### src/rtl/region_scheduler_pkg.sv
// Shared definitions for the colour-detection blocks: region codes,
// scheduler state encoding, default frame geometry and column-band lookup.
package region_scheduler_pkg;

  localparam int DEFAULT_WIDTH  = 640;
  localparam int DEFAULT_HEIGHT = 480;
  localparam int CNT_W          = 17;

  typedef enum logic [1:0] {
    RED    = 2'd0,
    GREEN  = 2'd1,
    YELLOW = 2'd2,
    BLUE   = 2'd3
  } region_e;

  typedef enum logic [2:0] {
    ST_IDLE     = 3'd0,
    ST_WAIT_SOF = 3'd1,
    ST_ACCUM    = 3'd2,
    ST_DECIDE   = 3'd3,
    ST_DEBOUNCE = 3'd4
  } state_e;

  // Column band containing xPos; anything at or past the third boundary lands in the last band
  function automatic logic [1:0] regionOf(input logic [9:0] xPos, input logic [9:0] band);
    logic [11:0] xw;
    logic [11:0] bw;
    xw = {2'b00, xPos};
    bw = {2'b00, band};
    if (xw >= 12'd3 * bw)      return 2'd3;
    else if (xw >= 12'd2 * bw) return 2'd2;
    else if (xw >= bw)         return 2'd1;
    else                       return 2'd0;
  endfunction

endpackage

### src/rtl/region_counter.sv
// Per-region green-pixel tally that sticks at all-ones instead of wrapping.
module region_counter #(
  parameter int CNT_W = 17
) (
  input  logic             clk,
  input  logic             rst_n,
  input  logic             i_clear,
  input  logic             i_inc,
  output logic [CNT_W-1:0] o_count
);

  logic [CNT_W-1:0] r_count;

  // A clear restarts the tally and may count the current pixel; otherwise count up and saturate
  always_ff @(posedge clk or negedge rst_n) begin
    if (!rst_n) begin
      r_count <= '0;
    end else if (i_clear) begin
      r_count <= i_inc ? CNT_W'(1) : '0;
    end else if (i_inc && (r_count != {CNT_W{1'b1}})) begin
      r_count <= r_count + CNT_W'(1);
    end
  end

  assign o_count = r_count;

endmodule

### src/rtl/region_scheduler.sv
// Accumulates green pixels per column band over a frame, picks the dominant
// band and reports it once it has won several frames in a row.
module region_scheduler
  import region_scheduler_pkg::*;
#(
  parameter int WIDTH         = DEFAULT_WIDTH,
  parameter int HEIGHT        = DEFAULT_HEIGHT,
  parameter int THRESHOLD     = 10,
  parameter int STABLE_FRAMES = 3
) (
  input  logic       clk,
  input  logic       rst_n,
  input  logic       enable,
  input  logic       pix_valid,
  input  logic [9:0] x,
  input  logic [9:0] y,
  input  logic       eh_verde,
  output logic [9:0] reg_min,
  output logic [9:0] reg_max,
  output logic [3:0] detected,
  output logic       hit_valid,
  output logic [1:0] hit_region,
  output logic       frame_done
);

  localparam logic [9:0]       BAND       = 10'(WIDTH / 4);
  localparam logic [9:0]       LAST_X     = 10'(WIDTH - 1);
  localparam logic [9:0]       LAST_Y     = 10'(HEIGHT - 1);
  localparam int               STW        = $clog2(STABLE_FRAMES + 1);
  localparam logic [STW-1:0]   STABLE_MAX = STW'(STABLE_FRAMES);
  localparam logic [CNT_W-1:0] THRESH     = CNT_W'(THRESHOLD);

  state_e           r_state;
  logic [3:0]       r_detected;
  logic             r_hitValid;
  logic             r_frameDone;
  logic [1:0]       r_hitRegion;
  logic [STW-1:0]   r_stable;
  logic             r_prevValid;
  logic [1:0]       r_prevWinner;

  logic [1:0]       w_region;
  logic             w_isSof;
  logic             w_isLast;
  logic             w_clear;
  logic             w_count;
  logic [CNT_W-1:0] w_counts [4];
  logic [3:0]       w_qualify;
  logic             w_winValid;
  logic [1:0]       w_winner;
  logic [CNT_W-1:0] w_best;
  logic             w_sameWinner;
  logic [STW-1:0]   w_nextStable;
  logic             w_hit;

  assign w_region = regionOf(x, BAND);
  assign reg_min  = 10'(w_region) * BAND;
  assign reg_max  = reg_min + BAND - 10'd1;

  assign w_isSof  = pix_valid && (x == 10'd0) && (y == 10'd0);
  assign w_isLast = pix_valid && (x == LAST_X) && (y == LAST_Y);

  // The first pixel of a frame is counted in the same cycle that opens it
  assign w_count = enable && pix_valid && eh_verde &&
                   ((r_state == ST_ACCUM) || ((r_state == ST_WAIT_SOF) && w_isSof));
  assign w_clear = !enable || (r_state == ST_IDLE) || (r_state == ST_DEBOUNCE) ||
                   ((r_state == ST_ACCUM) && w_isSof);

  for (genvar k = 0; k < 4; k++) begin : g_counter
    region_counter #(.CNT_W(CNT_W)) u_counter (
      .clk     (clk),
      .rst_n   (rst_n),
      .i_clear (w_clear),
      .i_inc   (w_count && (w_region == 2'(k))),
      .o_count (w_counts[k])
    );
  end

  // Largest qualifying count wins; strict compare keeps the lowest index on ties
  always_comb begin
    w_qualify  = '0;
    w_winValid = 1'b0;
    w_winner   = 2'd0;
    w_best     = '0;
    for (int k = 0; k < 4; k++) begin
      w_qualify[k] = (w_counts[k] > THRESH);
      if (w_qualify[k] && (!w_winValid || (w_counts[k] > w_best))) begin
        w_winValid = 1'b1;
        w_winner   = 2'(k);
        w_best     = w_counts[k];
      end
    end
  end

  assign w_sameWinner = w_winValid && r_prevValid && (w_winner == r_prevWinner);

  // Run length of the current winner, saturating so a long run never re-fires
  always_comb begin
    w_nextStable = '0;
    if (w_sameWinner) begin
      w_nextStable = (r_stable == STABLE_MAX) ? r_stable : r_stable + STW'(1);
    end else if (w_winValid) begin
      w_nextStable = STW'(1);
    end
  end

  assign w_hit = (w_nextStable == STABLE_MAX) && !(w_sameWinner && (r_stable == STABLE_MAX));

  // Frame sequencing; debounce results are committed on entry to DEBOUNCE so the pulses are registered and visible there
  always_ff @(posedge clk or negedge rst_n) begin
    if (!rst_n) begin
      r_state      <= ST_IDLE;
      r_detected   <= '0;
      r_hitValid   <= 1'b0;
      r_frameDone  <= 1'b0;
      r_hitRegion  <= 2'd0;
      r_stable     <= '0;
      r_prevValid  <= 1'b0;
      r_prevWinner <= 2'd0;
    end else if (!enable) begin
      r_state      <= ST_IDLE;
      r_hitValid   <= 1'b0;
      r_frameDone  <= 1'b0;
      r_stable     <= '0;
      r_prevValid  <= 1'b0;
      r_prevWinner <= 2'd0;
    end else begin
      r_hitValid  <= 1'b0;
      r_frameDone <= 1'b0;
      case (r_state)
        ST_IDLE:     r_state <= ST_WAIT_SOF;
        ST_WAIT_SOF: if (w_isSof) r_state <= ST_ACCUM;
        ST_ACCUM:    if (w_isLast) r_state <= ST_DECIDE;
        ST_DECIDE: begin
          r_state      <= ST_DEBOUNCE;
          r_detected   <= w_qualify;
          r_stable     <= w_nextStable;
          r_prevValid  <= w_winValid;
          r_prevWinner <= w_winner;
          r_frameDone  <= 1'b1;
          r_hitValid   <= w_hit;
          if (w_hit) r_hitRegion <= w_winner;
        end
        ST_DEBOUNCE: r_state <= ST_WAIT_SOF;
        default:     r_state <= ST_IDLE;
      endcase
    end
  end

  assign detected   = r_detected;
  assign hit_valid  = r_hitValid;
  assign hit_region = r_hitRegion;
  assign frame_done = r_frameDone;

endmodule
### config.mk
export PLATFORM = sky130hd
export DESIGN_NAME = region_scheduler
export DESIGN_NICKNAME = d
export VERILOG_FILES = /design/src/rtl/region_scheduler_pkg.sv /design/src/rtl/region_counter.sv /design/src/rtl/region_scheduler.sv
export SDC_FILE = /design/constraint.sdc
export NUM_CORES = 1
export LEC_CHECK = 0
export BUFFER_PORTS_ARGS = -buffer_cell sky130_fd_sc_hd__clkbuf_2
export CORE_ASPECT_RATIO = 0.8
export CORE_UTILIZATION = 55
export DETAILED_ROUTE_END_ITERATION = 7
export PLACE_DENSITY = 0.79
export SYNTH_ARGS = -nofsm -noshare
export SYNTH_HDL_FRONTEND = slang
export SYNTH_HIERARCHICAL = 1
export SYNTH_SLANG_ARGS = --single-unit
export TNS_END_PERCENT = 1
### constraint.sdc
create_clock -name clk -period 9.1 [get_ports clk]
set_clock_uncertainty 0.1 [all_clocks]
set_input_delay 1.365 -clock clk [delete_from_list [all_inputs] [get_ports clk]]
set_output_delay 1.365 -clock clk [all_outputs]
set_load 0.01 [all_outputs]
Word level (Yosys, flattened, before mapping):

Cells that the tools add are included.

* $add $sub $neg: 7
* multiply operators: 1
* $lt $le $gt $ge: 10
* equality and inequality tests: 19
* multiplexer cells: 42
* reductions and logical operators: 48

Operator list (number)
* $mux 17: 11
* $add 17x1->17 const B: 4
* $gt 17x4->1 const B: 4
* $ne 17x17->1 const B: 4
* $gt 17x17->1: 3
* $logic_and 1x1->1: 24
* $ge 10x9->1 const B: 2
* $logic_not 10->1: 2
* $mux 2: 10
* $mux 1: 17
* $pmux 3 s4: 1
* $add 10x8->10 const B: 1
* $eq 10x10->1 const B: 1
* $eq 10x9->1 const B: 1
* $ge 10x8->1 const B: 1
* $sub 10x1->10 const B: 1
* $mux 3: 3
* $eq 2x2->1 const B: 4
* $reduce_bool 2->1: 4
* $logic_or 1x1->1: 7
* $eq 3x2->1 const B: 2
* $ne 3x3->1 const B: 2
* $logic_not 1->1: 5
* $mul 2x3->5 const B: 1
* other kinds (11): 12

* bits in registers: 84
* logic and storage cells: 139

Depth between registers and ports, before layout:

Gate-level depths: netlist (run 1).

* word-level depth: 21
* depth in mapped cells: 35

Hierarchy:

The synthesis (run 1) kept the hierarchy.

By module, submodules not included
* region_counter: instances 4, cells each 92, area each 868.3 um^2
* region_scheduler: instances 1, cells each 362, area each 2795.2 um^2

Worst setup path before layout (run 1):

No wires, ideal clock.

* path kind: register to register
* start: reg g_counter[0].u_counter.r_count[9]
* end: reg r_hitRegion[1] (netlist: hit_region[1])
* library setup time: 0.125 ns
* data arrival time: 6.744 ns
* data required time: 8.875 ns
* setup slack: 2.130 ns
* stages on the path, launching flop included: 32
* path buffers: 4
* clock period less this slack: 6.970 ns
* cell sequence: dfrtp_1 -> nor4_1 -> nand4_1 -> a21o_1 -> nand2_1 -> ha_1 -> nand4_1 -> nor3_1 -> o41ai_1 -> a41oi_2 -> buf_4 -> buf_6 -> mux2i_1 -> ha_1 -> nand4_1 -> or4_1 -> or3_1 -> a21oi_1 -> or2_1 -> clkbuf_1 -> clkbuf_1 -> o21ai_0 -> ha_1 -> nand4_1 -> nor3_1 -> and3_1 -> nor3_1 -> a211oi_1 -> a2bb2oi_2 -> xor2_2 -> and3_4 -> mux2_4

* longest elaborated chain between the ends: 20

RTL lines
* start, declared: RTL line region_counter.sv:12 `logic [CNT_W-1:0] r_count;`
* start signal, assigned: RTL line region_counter.sv:19 `r_count <= i_inc ? CNT_W'(1) : '0;`
* start signal, assigned: RTL line region_counter.sv:21 `r_count <= r_count + CNT_W'(1);`
* $gt 17x4->1: RTL line region_scheduler.sv:86 `w_qualify[k] = (w_counts[k] > THRESH);`
* $mux 17 / $mux 1 (equally long branches): RTL line region_scheduler.sv:87 `if (w_qualify[k] && (!w_winValid || (w_counts[k] > w_best))) begin`
* $gt 17x17->1 / $logic_not 1->1 (equally long branches): RTL line region_scheduler.sv:87
* $logic_or 1x1->1: RTL line region_scheduler.sv:87
* $logic_and 1x1->1: RTL line region_scheduler.sv:87
* $mux 17 / $mux 1 (equally long branches): RTL line region_scheduler.sv:87
* $gt 17x17->1 / $logic_not 1->1 (equally long branches): RTL line region_scheduler.sv:87
* $logic_or 1x1->1: RTL line region_scheduler.sv:87
* [4 not listed]
* $logic_and 1x1->1: RTL line region_scheduler.sv:87
* $mux 2 / $mux 1 (equally long branches): RTL line region_scheduler.sv:87
* $eq 2x2->1 / $logic_and 1x1->1 (equally long branches): RTL line region_scheduler.sv:95 `assign w_sameWinner = w_winValid && r_prevValid && (w_winner == r_prevWinner);`
* $logic_and 1x1->1: RTL line region_scheduler.sv:95
* $mux 2 / $logic_and 1x1->1 (equally long branches): RTL line region_scheduler.sv:100, region_scheduler.sv:107
* $eq 2x2->1 / $logic_not 1->1 (equally long branches): RTL line region_scheduler.sv:107 `assign w_hit = (w_nextStable == STABLE_MAX) && !(w_sameWinner && (r_stable == STABLE_MAX));`
* $logic_and 1x1->1: RTL line region_scheduler.sv:107
* $reduce_and 3->1 (no line)
* end signal, assigned: RTL line region_scheduler.sv:142 `if (w_hit) r_hitRegion <= w_winner;`
* end, declared: RTL line region_scheduler.sv:37 `logic [1:0] r_hitRegion;`

Several ways; a longest one is shown, not always the timed one.
A chain may end at the register's enable or synchronous reset.

Worst setup path in the final report (run 1):

Ends and elaborated chain as after synthesis.

==> results of run 1 <==
==> power by group <==
group          switching, mW  internal, mW
clock                  0.146         0.248
sequential          0.000811         0.374
combinational         0.0250        0.0101
==> cell type report <==
| class | instances | share of cell area (%) |
|---|---|---|
| Clock buffer | 12 | 3.60 |
| Clock inverter | 4 | 1.06 |
| Inverter | 29 | 1.59 |
| Multi-Input combinational cell | 592 | 57.0 |
| Sequential cell | 84 | 30.7 |
| Tap cell | 144 | 2.63 |
| Timing Repair Buffer | 44 | 3.37 |
==> worst paths after layout <==
check / from / slack (ps) / to
setup / recovery: g_counter[0].u_counter/o_count[9]$_DFFE_PN0P_ / 870 / hit_region[1]$_DFFE_PN0P_
hold / removal: detected[1]$_DFFE_PN0P_ / 390 / detected[1]$_DFFE_PN0P_
setup reg to reg: g_counter[0].u_counter/o_count[9]$_DFFE_PN0P_ / 870 / hit_region[1]$_DFFE_PN0P_
hold reg to reg: detected[1]$_DFFE_PN0P_ / 390 / detected[1]$_DFFE_PN0P_
max in group asynchronous: rst_n / 7030 / g_counter[1].u_counter/o_count[2]$_DFFE_PN0P_
min in group asynchronous: rst_n / 910 / g_counter[2].u_counter/o_count[5]$_DFFE_PN0P_
==> worst max-delay path: cells and delay by family (launching register included) <==
kind / cells / cell delay (ps)
XOR/XNOR: 1 / 220
multiplexers: 2 / 570
AO/OA/AOI/OAI: 11 / 2830
AND/OR/NAND/NOR: 11 / 3020
flip-flops: 1 / 480
adder cells (fa/ha/maj): 3 / 900
==> state kept, by name, summed over array words and instances (netlist names) <==
signal	cells
hit_region	2
r_prevValid	1
r_prevWinner	2
hit_valid	1
frame_done	1
r_state	3
r_stable	2
detected	4
g_counter.u_counter/o_count	68
==> cell usage after synthesis (7+ instances only) <==
library cell  count
xnor2_1          20
nand3_1          21
a21o_1            9
nor2_1           70
ha_1             59
a21oi_1          52
dfrtp_1          84
or3_1            13
nor3_1           21
o21ai_0          44
buf_4            16
and4_1            9
nor2b_1          10
clkbuf_1          7
mux2i_1          15
nand4_1          39
xor2_1           16
nand2_1          83
nand2b_1          8
nor4_1           20
inv_1            29
==> per-stage QoR <==
step,hold slack [ps],cells,instance area [µm²],utilization [%]
6_report,386,909,6840,62.3
3_5_place_dp,372,893,6520,59.4
4_1_cts,386,909,6840,62.3
3_3_place_gp,359,893,6520,59.4
2_1_floorplan,372,739,6300,-
5_1_grt,418,909,6840,62.3
==> kinds of logic after synthesis <==
group	Yosys count	synth area share, %
compound gates	138	13.2
xor+xnor	37	5.29
fa+ha+maj	59	11.8
buf+inv	63	4.97
flops	84	33.5
mux	23	4.07
other cells	2	0.120
simple gates	324	27.0
==> per-layer routing <==
metal  vias to the layer above  routed length [µm]  share of wire, %
met1                      2765                6910                44
met4                         0                 314               2.0
met2                       243                7130                46
met5                         -                   0                 0
li1                       2696                   -                 -
met3                        37                1230               7.9
==> impl_metrics.tcl, run 1 <==
set metrics [dict create \
    status "complete, no violations" \
    final_nets 844 \
    viasPerCell 6.32 \
    p_leak_nw 3.01 \
    postCtsSetupBuffers 0 \
    slew_violations 0 \
    maxCapViolations 0 \
    clock_sink_count 84 \
    tightest_slew_ps 921 \
    dpl.hpwl_um 11600 \
    rows 34 \
    fin_ws_ps 871 \
    grt_pass1_wl_um 26000 \
    avgSynthCellArea_um2 8.59 \
    clockBufferDepth 2 \
    fin_tns_setup_ps 0 \
    max_freq_ghz 0.122 \
    vias 5741 \
    layout_common_cells "dfrtp_1 (84), nand2_1 (83), nor2_1 (70)" \
    yosysWarnings 6 \
    power.total_mw 0.803 \
    grt_pass1_vias 5432 \
    period_needed_ps 8230 \
    floorplan.initialDensity_pct 57.1 \
    startpoint_type "register" \
    dieHeight_um 97.5 \
    multiInputGateArea_um2 3900 \
    drive_above_1_share_pct 10.5 \
    ys_types 63 \
    n_fill_cell 919 \
    hold_path.class "register to register" \
    syn-cell-area_um2 6270 \
    top_usage_layer "met2" \
    cp_data_arrival_time_ps 8360 \
    path_class "register to register" \
    routed_wl_um 15600 \
    gp_congestion 0.898 \
    cts_max_level 3 \
    path_clk_slew_ps 60 \
    regArea_um2 2100 \
    seq_area_frac_synth_pct 33.5 \
    clkLatencyLatePin_ps 340 \
    syn_to_final_growth_pct 9.12 \
    cts_buffers 9 \
    min_period_over_period_pct 90.4 \
    grt_max_degree 77 \
    hold_buffers 0 \
    async_flop_share_pct 100 \
    finalHoldViolations 0 \
    overflow 0 \
    ant_nets 0 \
    antenna_found_initial 0 \
    synth_top_area_cell "dfrtp_1" \
    yosysTopAreaCellShare_pct 33.5 \
    cts_resized 0 \
    ys.flop_type "dfrtp_1" \
    slew_headroom_pct 38.6 \
    r2r_cells 28 \
    cts_tree "yes" \
    coreArea_um2 11000 \
    grt_usage_pct 27.8 \
    grt_util_met3_pct 5.05 \
    post-place-ws_ps 1000 \
    setup_viol 0 \
    synth_edf_count 0 \
    critPathRequiredTime_ps 9230 \
    cpPeakStageDelay_ps 710 \
    hold_depth 2 \
    synth_cells 730 \
    grt_use_met2_pct 43.8 \
    dr.pass1.iters 5 \
    layout_commonest_cell "dfrtp_1" \
    die_area_um2 11800 \
    met1_usage_pct 38.2 \
    fp.dieW_um 121 \
    rsz0062_at_grt "false" \
    drc 0 \
    power_density_nw_per_um2 117 \
    antenna_cells 0 \
    peakVddDrop_uv 74.3 \
    slowest_stage "or2_1" \
    cts_root_buf "clkbuf_16" \
    netlist_top_cells_area "dfrtp_1 (34%), ha_1 (12%), nand2_1 (5.0%)" \
    ys_seq_elements 84 \
    wl_per_cell_um 17.1 \
    initialDrtViolationCount 448 \
    endpoint_kind "register" \
    port_buffers 41 \
    cp_max_fo 33 \
    io_pins 53 \
]
No activity file was read; power rests on OpenSTA's default activity.
==> run 2, diff against run 1 <==
clock period = 9 ns   (was 9.1 ns; I/O delays follow)
==> run 2 against run 1 <==
Global-route usage fell by 0.20 points. Via count fell by 0.30%. Largest power group unchanged. Sequential cell count did not move. Largest cell class unchanged. Combinational power rose by 1%. Clock power rose by 1%.
==> impl_metrics.tcl, run 2 (synthesis gave the netlist of run 1 again) <==
set metrics [dict create \
    cts_buffers 9 \
    viasPerCell 6.30 \
    finalHoldViolations 0 \
    post-place-ws_ps 890 \
    period_needed_ps 8260 \
    cp_max_fo 33 \
    cp.depth 27 \
    clockBufferDepth 2 \
    min_period_over_period_pct 91.7 \
    rsz0062_at_grt "false" \
    ant_nets 0 \
    reg2reg_setup_slack_ps 740 \
    slowest_stage "a41oi_2" \
    startpoint_type "register" \
    clkLatencyLatePin_ps 340 \
    hold_depth 2 \
    grt_pass1_wl_um 26100 \
    postCtsSetupBuffers 0 \
    fin_ws_ps 743 \
    antenna_cells 0 \
    largest_register_ffs 68 \
    cpPeakStageDelay_ps 750 \
    setup_viol 0 \
    critPathRequiredTime_ps 9130 \
    io_pins 53 \
    hold_buffers 0 \
    grt_usage_pct 27.6 \
    rows 34 \
    vias 5724 \
    hold_path.class "register to register" \
    grt_max_degree 77 \
    clock_sink_count 84 \
    die_area_um2 11800 \
    endpoint_kind "register" \
    overflow 0 \
    r2r_cells 27 \
    design_area_um2 6840 \
    antenna_found_initial 0 \
    slew_violations 0 \
    wl_per_cell_um 17.1 \
    worstPathBufferInverterCount 0 \
    cp_common_cell "nand4_1" \
    path_class "register to register" \
    cts_tree "yes" \
    initialDrtViolationCount 495 \
    cp_data_arrival_time_ps 8390 \
    status "complete, no violations" \
    n_fill_cell 934 \
    dr.pass1.iters 5 \
    routed_wl_um 15600 \
    floorplan.initialDensity_pct 57.1 \
    drc 0 \
    utilization_pct 62.3 \
    path_clk_slew_ps 60 \
    fin_tns_setup_ps 0 \
    fp.dieW_um 121 \
    grt_pass1_vias 5512 \
    power_density_nw_per_um2 119 \
    gp_congestion 0.898 \
    cts_resized 0 \
    dpl.hpwl_um 11500 \
    layout_commonest_cell "dfrtp_1" \
    tightest_slew_ps 939 \
    port_buffers 41 \
    power.total_mw 0.813 \
    slew_headroom_pct 37.4 \
    drive_above_1_share_pct 10.5 \
    coreArea_um2 11000 \
    cts_max_level 3 \
    p_leak_nw 3.01 \
    max_freq_ghz 0.121 \
    crit_family "simple AND/OR/NAND/NOR gates" \
    cts_root_buf "clkbuf_16" \
    post_dp_cell_area_um2 6520 \
    peakVddDrop_uv 99.8 \
    syn_to_final_growth_pct 9.12 \
    final_nets 844 \
    layout_common_cells "dfrtp_1 (84), nand2_1 (83), nor2_1 (70)" \
    dieHeight_um 97.5 \
    maxCapViolations 0 \
]
## run 2: cell counts in the layout (fill, tap and decap cells not counted)
No cell type changed its count.
## run 2: power breakdown
part	internal [mW]	switching [mW]	leakage, nW
Combinational	0.0102	0.0253	1.70
Clock	0.250	0.148	0.153
Sequential	0.379	0.000819	1.16
Total	0.639	0.174	3.01
## run 2: final cells by class
cell class / count / area [µm²] / area share [%]
multi-input combinational: 592 / 3900 / 57.0
sequential: 84 / 2100 / 30.7
clock buffer: 12 / 246 / 3.60
timing repair buffer: 44 / 230 / 3.37
tap: 144 / 180 / 2.63
inverter: 29 / 109 / 1.59
clock inverter: 4 / 72.6 / 1.06
## run 2: per-layer routing
metal / up-vias / track usage (%) / wire, µm
li1: 2694 / - / -
met1: 2728 / 37.8 / 6850
met2: 260 / 43.4 / 7110
met3: 42 / 5.46 / 1310
met4: 0 / 9.02 / 295
met5: - / 0 / 0
## run 2: worst register-to-register path: stages, from the launching register on
cell	delay (ps)
dfrtp_1	480
nor4_1	350
nand4_1	200
a21o_1	280
nand2_1	120
ha_1	250
nand4_1	110
nor2_1	50
a41o_1	240
a41oi_2	750
mux2i_1	260
ha_1	360
nand4_1	150
or4_1	520
or3_1	400
a21oi_1	150
or2_1	700
o21ai_0	210
ha_1	340
nand4_1	110
nor3_1	370
and3_1	270
nor3_1	60
a211oi_1	330
a2bb2oi_2	240
xor2_2	220
and3_4	240
mux2_4	290
## run 2: worst paths after layout
kind,to,start
worst max-delay path,hit_region[1]$_DFFE_PN0P_,g_counter[0].u_counter/o_count[9]$_DFFE_PN0P_
worst min-delay path,detected[1]$_DFFE_PN0P_,detected[1]$_DFFE_PN0P_
worst max register to register,hit_region[1]$_DFFE_PN0P_,g_counter[0].u_counter/o_count[9]$_DFFE_PN0P_
worst min register to register,detected[1]$_DFFE_PN0P_,detected[1]$_DFFE_PN0P_
max in group asynchronous,detected[1]$_DFFE_PN0P_,rst_n
min in group asynchronous,g_counter[3].u_counter/o_count[11]$_DFFE_PN0P_,rst_n
## run 2: through the flow
step	cells	hold slack (ps)
6_report	909	389
5_1_grt	909	421
4_1_cts	909	389
3_5_place_dp	893	375
3_3_place_gp	893	359
2_1_floorplan	739	372
